===== config.mk =====
export PLATFORM = sky130hd
export DESIGN_NAME = countdown_timer_flat
export DESIGN_NICKNAME = d
export VERILOG_FILES = /design/src/rtl/countdown_timer_pkg.sv /design/src/rtl/countdown_timer_if.sv /design/src/rtl/countdown_timer.sv /design/src/flat_wrapper.sv
export SDC_FILE = /design/constraint.sdc
export NUM_CORES = 1
export LEC_CHECK = 0
export ABC_AREA = 1
export ABC_CLOCK_PERIOD_IN_PS = 1970
export CAP_MARGIN = 40
export CORE_MARGIN = 10
export CORE_UTILIZATION = 35
export CTS_CLUSTER_DIAMETER = 60
export DETAILED_ROUTE_END_ITERATION = 6
export PLACE_DENSITY = 0.7
export SKIP_CTS_REPAIR_TIMING = 1
export SKIP_LAST_GASP = 1
export SLEW_MARGIN = 20
export SYNTH_ARGS = -nofsm -noshare
export SYNTH_HDL_FRONTEND = slang
export SYNTH_SLANG_ARGS = --single-unit

===== constraint.sdc =====
create_clock -name clk -period 1.97 [get_ports clk]
set_input_delay 0.394 -clock clk [delete_from_list [all_inputs] [get_ports clk]]
set_output_delay 0.394 -clock clk [all_outputs]
set_load 0.02 [all_outputs]

===== src/rtl/countdown_timer_pkg.sv =====
// Shared timer definitions.
//   timer_state_t : FSM encoding used by the countdown timer (IDLE, RUN, DONE)
//   TIMER_WIDTH   : default counter width, shared with the up-counter instances
package timer_pkg;

    typedef enum logic [1:0] {
        IDLE = 2'd0,
        RUN  = 2'd1,
        DONE = 2'd2
    } timer_state_t;

    localparam int unsigned TIMER_WIDTH = 32'd8;

endpackage : timer_pkg


===== src/rtl/countdown_timer_if.sv =====
// Control/status bundle of the countdown timer.
//   en          : count enable (decrement only while running)
//   start       : level-sampled start/restart request
//   load_val    : terminal count, sampled when a start or reload is accepted
//   auto_reload : rerun with load_val after each expiry
//   count       : remaining count
//   busy        : high while running
//   done        : one-cycle expiry pulse
// Modports: master drives the controls, slave is the timer itself.
interface countdown_timer_if
    import timer_pkg::*;
#(
    parameter int unsigned WIDTH = TIMER_WIDTH
);

    logic             en;
    logic             start;
    logic [WIDTH-1:0] load_val;
    logic             auto_reload;
    logic [WIDTH-1:0] count;
    logic             busy;
    logic             done;

    modport master (
        output en, start, load_val, auto_reload,
        input  count, busy, done
    );

    modport slave (
        input  en, start, load_val, auto_reload,
        output count, busy, done
    );

endinterface : countdown_timer_if


===== src/rtl/countdown_timer.sv =====
// Loadable down-counter with start/busy/done handshake.
// Loads a terminal value on start (or on auto reload after expiry), decrements
// once per enabled clock and flags expiry with a one-cycle done pulse.
// Ports:
//   clk : clock, all state updates on posedge
//   rst : asynchronous active-low reset
//   bus : countdown_timer_if.slave (en/start/load_val/auto_reload in,
//         count/busy/done out)
// busy and done are decoded only from the state register and count is a
// register, so there is no combinational input-to-output path.
module countdown_timer
    import timer_pkg::*;
#(
    parameter int unsigned WIDTH = TIMER_WIDTH
) (
    input  logic                    clk,
    input  logic                    rst,
    countdown_timer_if.slave        bus
);

    localparam logic [WIDTH-1:0] CNT_ZERO = {WIDTH{1'b0}};
    localparam logic [WIDTH-1:0] CNT_ONE  = {{(WIDTH-1){1'b0}}, 1'b1};

    timer_state_t     state_r;
    timer_state_t     state_s;
    logic [WIDTH-1:0] count_r;
    logic [WIDTH-1:0] count_s;
    logic             load_zero_s;

    assign load_zero_s = (bus.load_val == CNT_ZERO);

    // State and count registers with asynchronous active-low reset.
    always_ff @(posedge clk or negedge rst) begin
        if (!rst) begin
            state_r <= IDLE;
            count_r <= CNT_ZERO;
        end else begin
            state_r <= state_s;
            count_r <= count_s;
        end
    end

    // Next-state and next-count decode.
    always_comb begin
        state_s = state_r;
        count_s = count_r;
        case (state_r)
            IDLE: begin
                if (bus.start) begin
                    count_s = bus.load_val;
                    state_s = load_zero_s ? DONE : RUN;
                end else begin
                    state_s = IDLE;
                end
            end
            RUN: begin
                if (bus.start) begin
                    // Restart wins over counting.
                    count_s = bus.load_val;
                    state_s = load_zero_s ? DONE : RUN;
                end else if (bus.en) begin
                    // count is never 0 in RUN; <=1 guards against wrap anyway.
                    if (count_r > CNT_ONE) begin
                        count_s = count_r - CNT_ONE;
                    end else begin
                        count_s = CNT_ZERO;
                        state_s = DONE;
                    end
                end else begin
                    state_s = RUN;
                end
            end
            DONE: begin
                if (bus.start || bus.auto_reload) begin
                    count_s = bus.load_val;
                    state_s = load_zero_s ? DONE : RUN;
                end else begin
                    count_s = CNT_ZERO;
                    state_s = IDLE;
                end
            end
            default: begin
                count_s = CNT_ZERO;
                state_s = IDLE;
            end
        endcase
    end

    assign bus.count = count_r;
    assign bus.busy  = (state_r == RUN);
    assign bus.done  = (state_r == DONE);

endmodule : countdown_timer

===== src/flat_wrapper.sv =====
// flat-port wrapper written by rule: the top's interface ports become plain ports
module countdown_timer_flat import timer_pkg::*;
#(
    parameter int unsigned WIDTH = TIMER_WIDTH
)
  (clk, rst, bus_en, bus_start, bus_load_val, bus_auto_reload, bus_count, bus_busy, bus_done);
  countdown_timer_if #(.WIDTH(WIDTH)) bus_i ();
  input  logic clk;
  input  logic rst;
  input wire logic [$bits(bus_i.en)-1:0] bus_en;
  input wire logic [$bits(bus_i.start)-1:0] bus_start;
  input wire logic [$bits(bus_i.load_val)-1:0] bus_load_val;
  input wire logic [$bits(bus_i.auto_reload)-1:0] bus_auto_reload;
  output wire logic [$bits(bus_i.count)-1:0] bus_count;
  output wire logic [$bits(bus_i.busy)-1:0] bus_busy;
  output wire logic [$bits(bus_i.done)-1:0] bus_done;
  assign bus_i.en = bus_en;
  assign bus_i.start = bus_start;
  assign bus_i.load_val = bus_load_val;
  assign bus_i.auto_reload = bus_auto_reload;
  assign bus_count = bus_i.count;
  assign bus_busy = bus_i.busy;
  assign bus_done = bus_i.done;
  countdown_timer #(.WIDTH(WIDTH)) u_core (.clk(clk), .rst(rst), .bus(bus_i));
endmodule

# ---- Word-level counts from Yosys, hierarchy flattened
# Cells that the tools add are included.
dict set report totals {
  ff_bits 10
  word_cells 26
}
dict set report op_classes {
  addsub 1
  order_cmp 1
  n_eq_ne 5
  muxes 13
  reduce_logical 4
}
# cell n
set op_table {}
lappend op_table {{$mux 8} 5}
lappend op_table {{$pmux 8 s3} 1}
lappend op_table {{$mux 2} 6}
lappend op_table {{$gt 8x1->1 const B} 1}
lappend op_table {{$logic_not 8->1} 1}
lappend op_table {{$sub 8x1->8 const B} 1}
lappend op_table {{$pmux 2 s3} 1}
lappend op_table {{$ne 4x4->1 const B} 1}
lappend op_table {{$ne 3x3->1 const B} 1}
lappend op_table {{$eq 2x1->1 const B} 1}
lappend op_table {{$eq 2x2->1 const B} 1}
lappend op_table {{$logic_not 2->1} 1}
lappend op_table {{$ne 2x2->1 const B} 1}
lappend op_table {{$reduce_and 2->1} 1}
lappend op_table {{$logic_or 1x1->1} 1}

# ---- Logic depth before layout (Yosys ltp)
dict set report logic_depth {
  ltp_word 5
  mapped_depth 11
  mapped_depth_nobuf 11
}

# ---- Worst setup path before layout
# Ideal clock, no wire load.
dict set report synth_timing {
  kind {register -> register}
  startpoint {register u_core.count_r[0], in the netlist u_core.bus.count[0]}
  endpoint {register u_core.count_r[1], in the netlist u_core.bus.count[1]}
  setup_ps 117
  arrival_ps 1422
  setup_slack_ps 431
  stages_incl_launch_ff 12
  n_path_buf 0
  cell_sequence {dfrtp_1 -> inv_1 -> ha_1 -> inv_1 -> nand2_1 -> nand2_2 -> nor2_4 -> nor2_1 -> nand2_1 -> nand3_1 -> nand2_1 -> nand2_1}
}
dict set report synth_between {
  elab_chain_len 5
  word_cells_on_any_way 6
}
# element line
set synth_rtl {}
lappend synth_rtl {{start, declared} countdown_timer.sv:26} ;# logic [WIDTH-1:0] count_r;
lappend synth_rtl {{start signal, assigned} countdown_timer.sv:39} ;# count_r <= count_s;
lappend synth_rtl {{$sub 8x1->8 or $gt 8x1->1 (tied branches)} {countdown_timer.sv:64, countdown_timer.sv:63}}
lappend synth_rtl {{$mux 8 (*)} countdown_timer.sv:63} ;# if (count_r > CNT_ONE) begin
lappend synth_rtl {{$mux 8 (*)} countdown_timer.sv:61} ;# end else if (bus.en) begin
lappend synth_rtl {{$mux 8 (*)} countdown_timer.sv:57} ;# if (bus.start) begin
lappend synth_rtl {{$pmux 8 s3 (*)} countdown_timer.sv:47} ;# case (state_r)
# Every way passes the cells marked *; elsewhere a longest branch is shown, timed or not. The select of a mux whose other input is x is not followed.
# A chain may end at the register's enable or synchronous reset.

# ---- Worst setup path in the final report
dict set report layout_timing {
  startpoint {register u_core.count_r[2], in the netlist u_core.bus.count[2]}
  endpoint {output bus_count[2]}
}
# element line
set layout_lines {}
lappend layout_lines {{end, declared} flat_wrapper.sv:14} ;# output wire logic [$bits(bus_i.count)-1:0] bus_count;
# No word-level cell between the ends.

==> metrics.yaml <==
status:
  outcome: "finished, final reports clean"
worst_setup_path:
  reg2reg_from: "u_core.bus.count[1]"
  path_cells: "clkdlybuf4s50_1"
  critPathArrivalTime_ps: 1410
  path_class: "reg2out"
  crit_family: "buffers and inverters"
  crit_path_max_incr_delay_ps: 660
  reg2reg_slack_ps: 360
  crit_path_top_delay_cell: "clkdlybuf4s50_1"
  cp_num_buf_inv: 1
  setup.worst_path.start_class: "flip-flop"
  timing.rr.end: "u_core.bus.count[1]"
  cp.required_ps: 1580
  worstPathMaxFanout: 5
  reg2reg_depth: 11
  cp-end-kind: "output pin"
layout:
  final_cells: 197
  layout_common_cells: "nand2_1, clkdlybuf4s50_1, inv_1, nor2_1, nand3_1"
  antenna_cells: 0
  final_nets: 185
  post-route-cell-area_sq_mm: 0.00117
  drive_above_1_share: 0.0947
  mostFrequentLayoutCell: "nand2_1"
  area_growth_pct: 35.1
timing:
  hold_ws_ps: 451
  relSlewSlack: 0.663
  finalSetupViolCount: 0
  hold_viol_final: 0
  setup_slack_ps: 171
  skew_ps: 1.34
  fmax_mhz: 556
  final.min_clock_period_ps: 1800
  fin_crit_sh: 0.913
  slew_viol_final: 0
  rsz0062_at_grt: "no"
  tightest_slew_ps: 505
synthesis:
  synth_mux_area_frac: 0
  synth_top_area_frac: 0.294
  synth_largest_area_cell: "nand2_1"
  synth_seq_cells: 10
  synth_area_sq_um: 867
  synth_adder_area_share: 0.0289
  synth_xor_area_frac: 0.0101
  synth_cell_type_count: 20
  synthCells: 142
  syn_nets: 157
  yosysSeqAreaShare: 0.289
  synthTopCellsByArea: "nand2_1, dfrtp_1, nand3_1, inv_1, nor2_1"
  synth_compound_area_frac: 0.0418
  ys_warn_count: 0
  avgSynthCellArea_sq_um: 6.11
  synth_top_family_by_area: "simple AND/OR/NAND/NOR gates"
  synthSimpleGateAreaFrac: 0.566
min_path:
  min_path_type: "in2async"
placement:
  dp.cells: 193
  place.gp.congestion: 0.860
  io_buffers: 22
  post-place-ws_ps: 206
  dpl_cell_area_sq_mm: 0.00113
  dp_hpwl_mm: 1.96
clock_network:
  cts_sinks: 10
  cts_tree: "done"
  ctsRootBufferMaster: "clkbuf_4"
  worst_skew_pair.late_latency_ps: 270
  htree_levels: 1
  cts_max_path_buffers: 2
  cts_buffers: 3
  clkSlewWorstSetupHoldPaths_ps: 70
drt:
  ant_nets: 0
  vias: 966
  drt_wl_total_mm: 2.45
  drtPass1Iterations: 6
  wire_per_inst_microns: 12.4
  viasPerCell: 4.90
  drcViolationCount: 0
  met3_length_microns: 150
  drt_iter0_markers: 41
  met2_length_mm: 1.19
  met1_length_mm: 1.09
  routed.top_layer: "met4"
die:
  start_util: 0.381
  die-area_sq_mm: 0.00487
  die_h_microns: 69.8
  num_rows: 17
  die_w_microns: 69.8
  design.core.area_sq_mm: 0.00228
  io_pins: 23
job:
  cap_violations: 0
global_route:
  grt_pass1_wl_mm: 4.53
  overflow: 0
  grt_pass1_vias: 999
  antenna_found_initial: 0
  grt_use_total: 0.107
  grt_max_degree: 11
power_and_ir_drop:
  p_leak_nw: 0.632
  ir_drop_uv: 848
  power_density_mw_per_mm2: 1500
## kinds of logic after synthesis
logic type,count (synthesis)
AOI/OAI and AO/OA,6
DFF,10
and+or+nand+nor,108
adders and majority gates,2
buffers and inverters,15
xor gates and xnor gates,1
## worst max path at each step
stage / start / to / cells past startpoint
2_1_floorplan: u_core.bus.count[0] / u_core.bus.count[1] / 11
6_report: u_core.bus.count[2] / bus_count[2] / 1
3_3_place_gp: bus_start / u_core.bus.count[7] / 9
5_1_grt: u_core.bus.count[2] / bus_count[2] / 1
3_5_place_dp: bus_start / u_core.bus.count[6] / 9
4_1_cts: u_core.state_r[1] / bus_busy / 2
## metrics by stage
step / total power [W] / util / setup TNS (ps)
3_3_place_gp: 0.00155 / 0.496 / 0
5_1_grt: 0.00196 / 0.515 / 0
6_report: 0.00176 / 0.515 / 0
3_5_place_dp: 0.00157 / 0.496 / 0
2_1_floorplan: 0.00117 / - / 0
4_1_cts: 0.00177 / 0.512 / -37.6
## flip-flops by register name, indices dropped and copies added (netlist names)
| name | cells |
|---|---|
| u_core.bus.count | 8 |
| u_core.state_r | 2 |
## Yosys cell counts, drive strengths merged
cell type  count
a21boi         1
a21oi          2
dfrtp         10
ha             2
inv           15
nand2         71
nand3         13
nand3b         2
nand4          2
nor2          19
o21ai          3
or2            1
xor2           1
## power breakdown
group	internal (W)	leakage [nW]	total, W	switching, W
combinational	0.000449	0.486	0.00112	0.000667
sequential	0.000297	0.125	0.000445	0.000147
clock	0.000112	0.0210	0.000196	0.0000832
total	0.000858	0.632	0.00176	0.000897
## layout make-up
type                    count  area, sq um
inverters                  15         56.3
multi-input cells         117          561
fillers                   236         1100
flip-flops and latches     10          250
clock buffers               4         36.3
well taps                  28         35.0
repair buffers             23          233
## metal layers
layer  vias to the layer above  GRT usage
met5                         -          0
met4                         0     0.0130
met3                         2     0.0414
met2                        26      0.188
met1                       444      0.122
li1                        494          -
No activity file was read; power rests on OpenSTA's default activity.
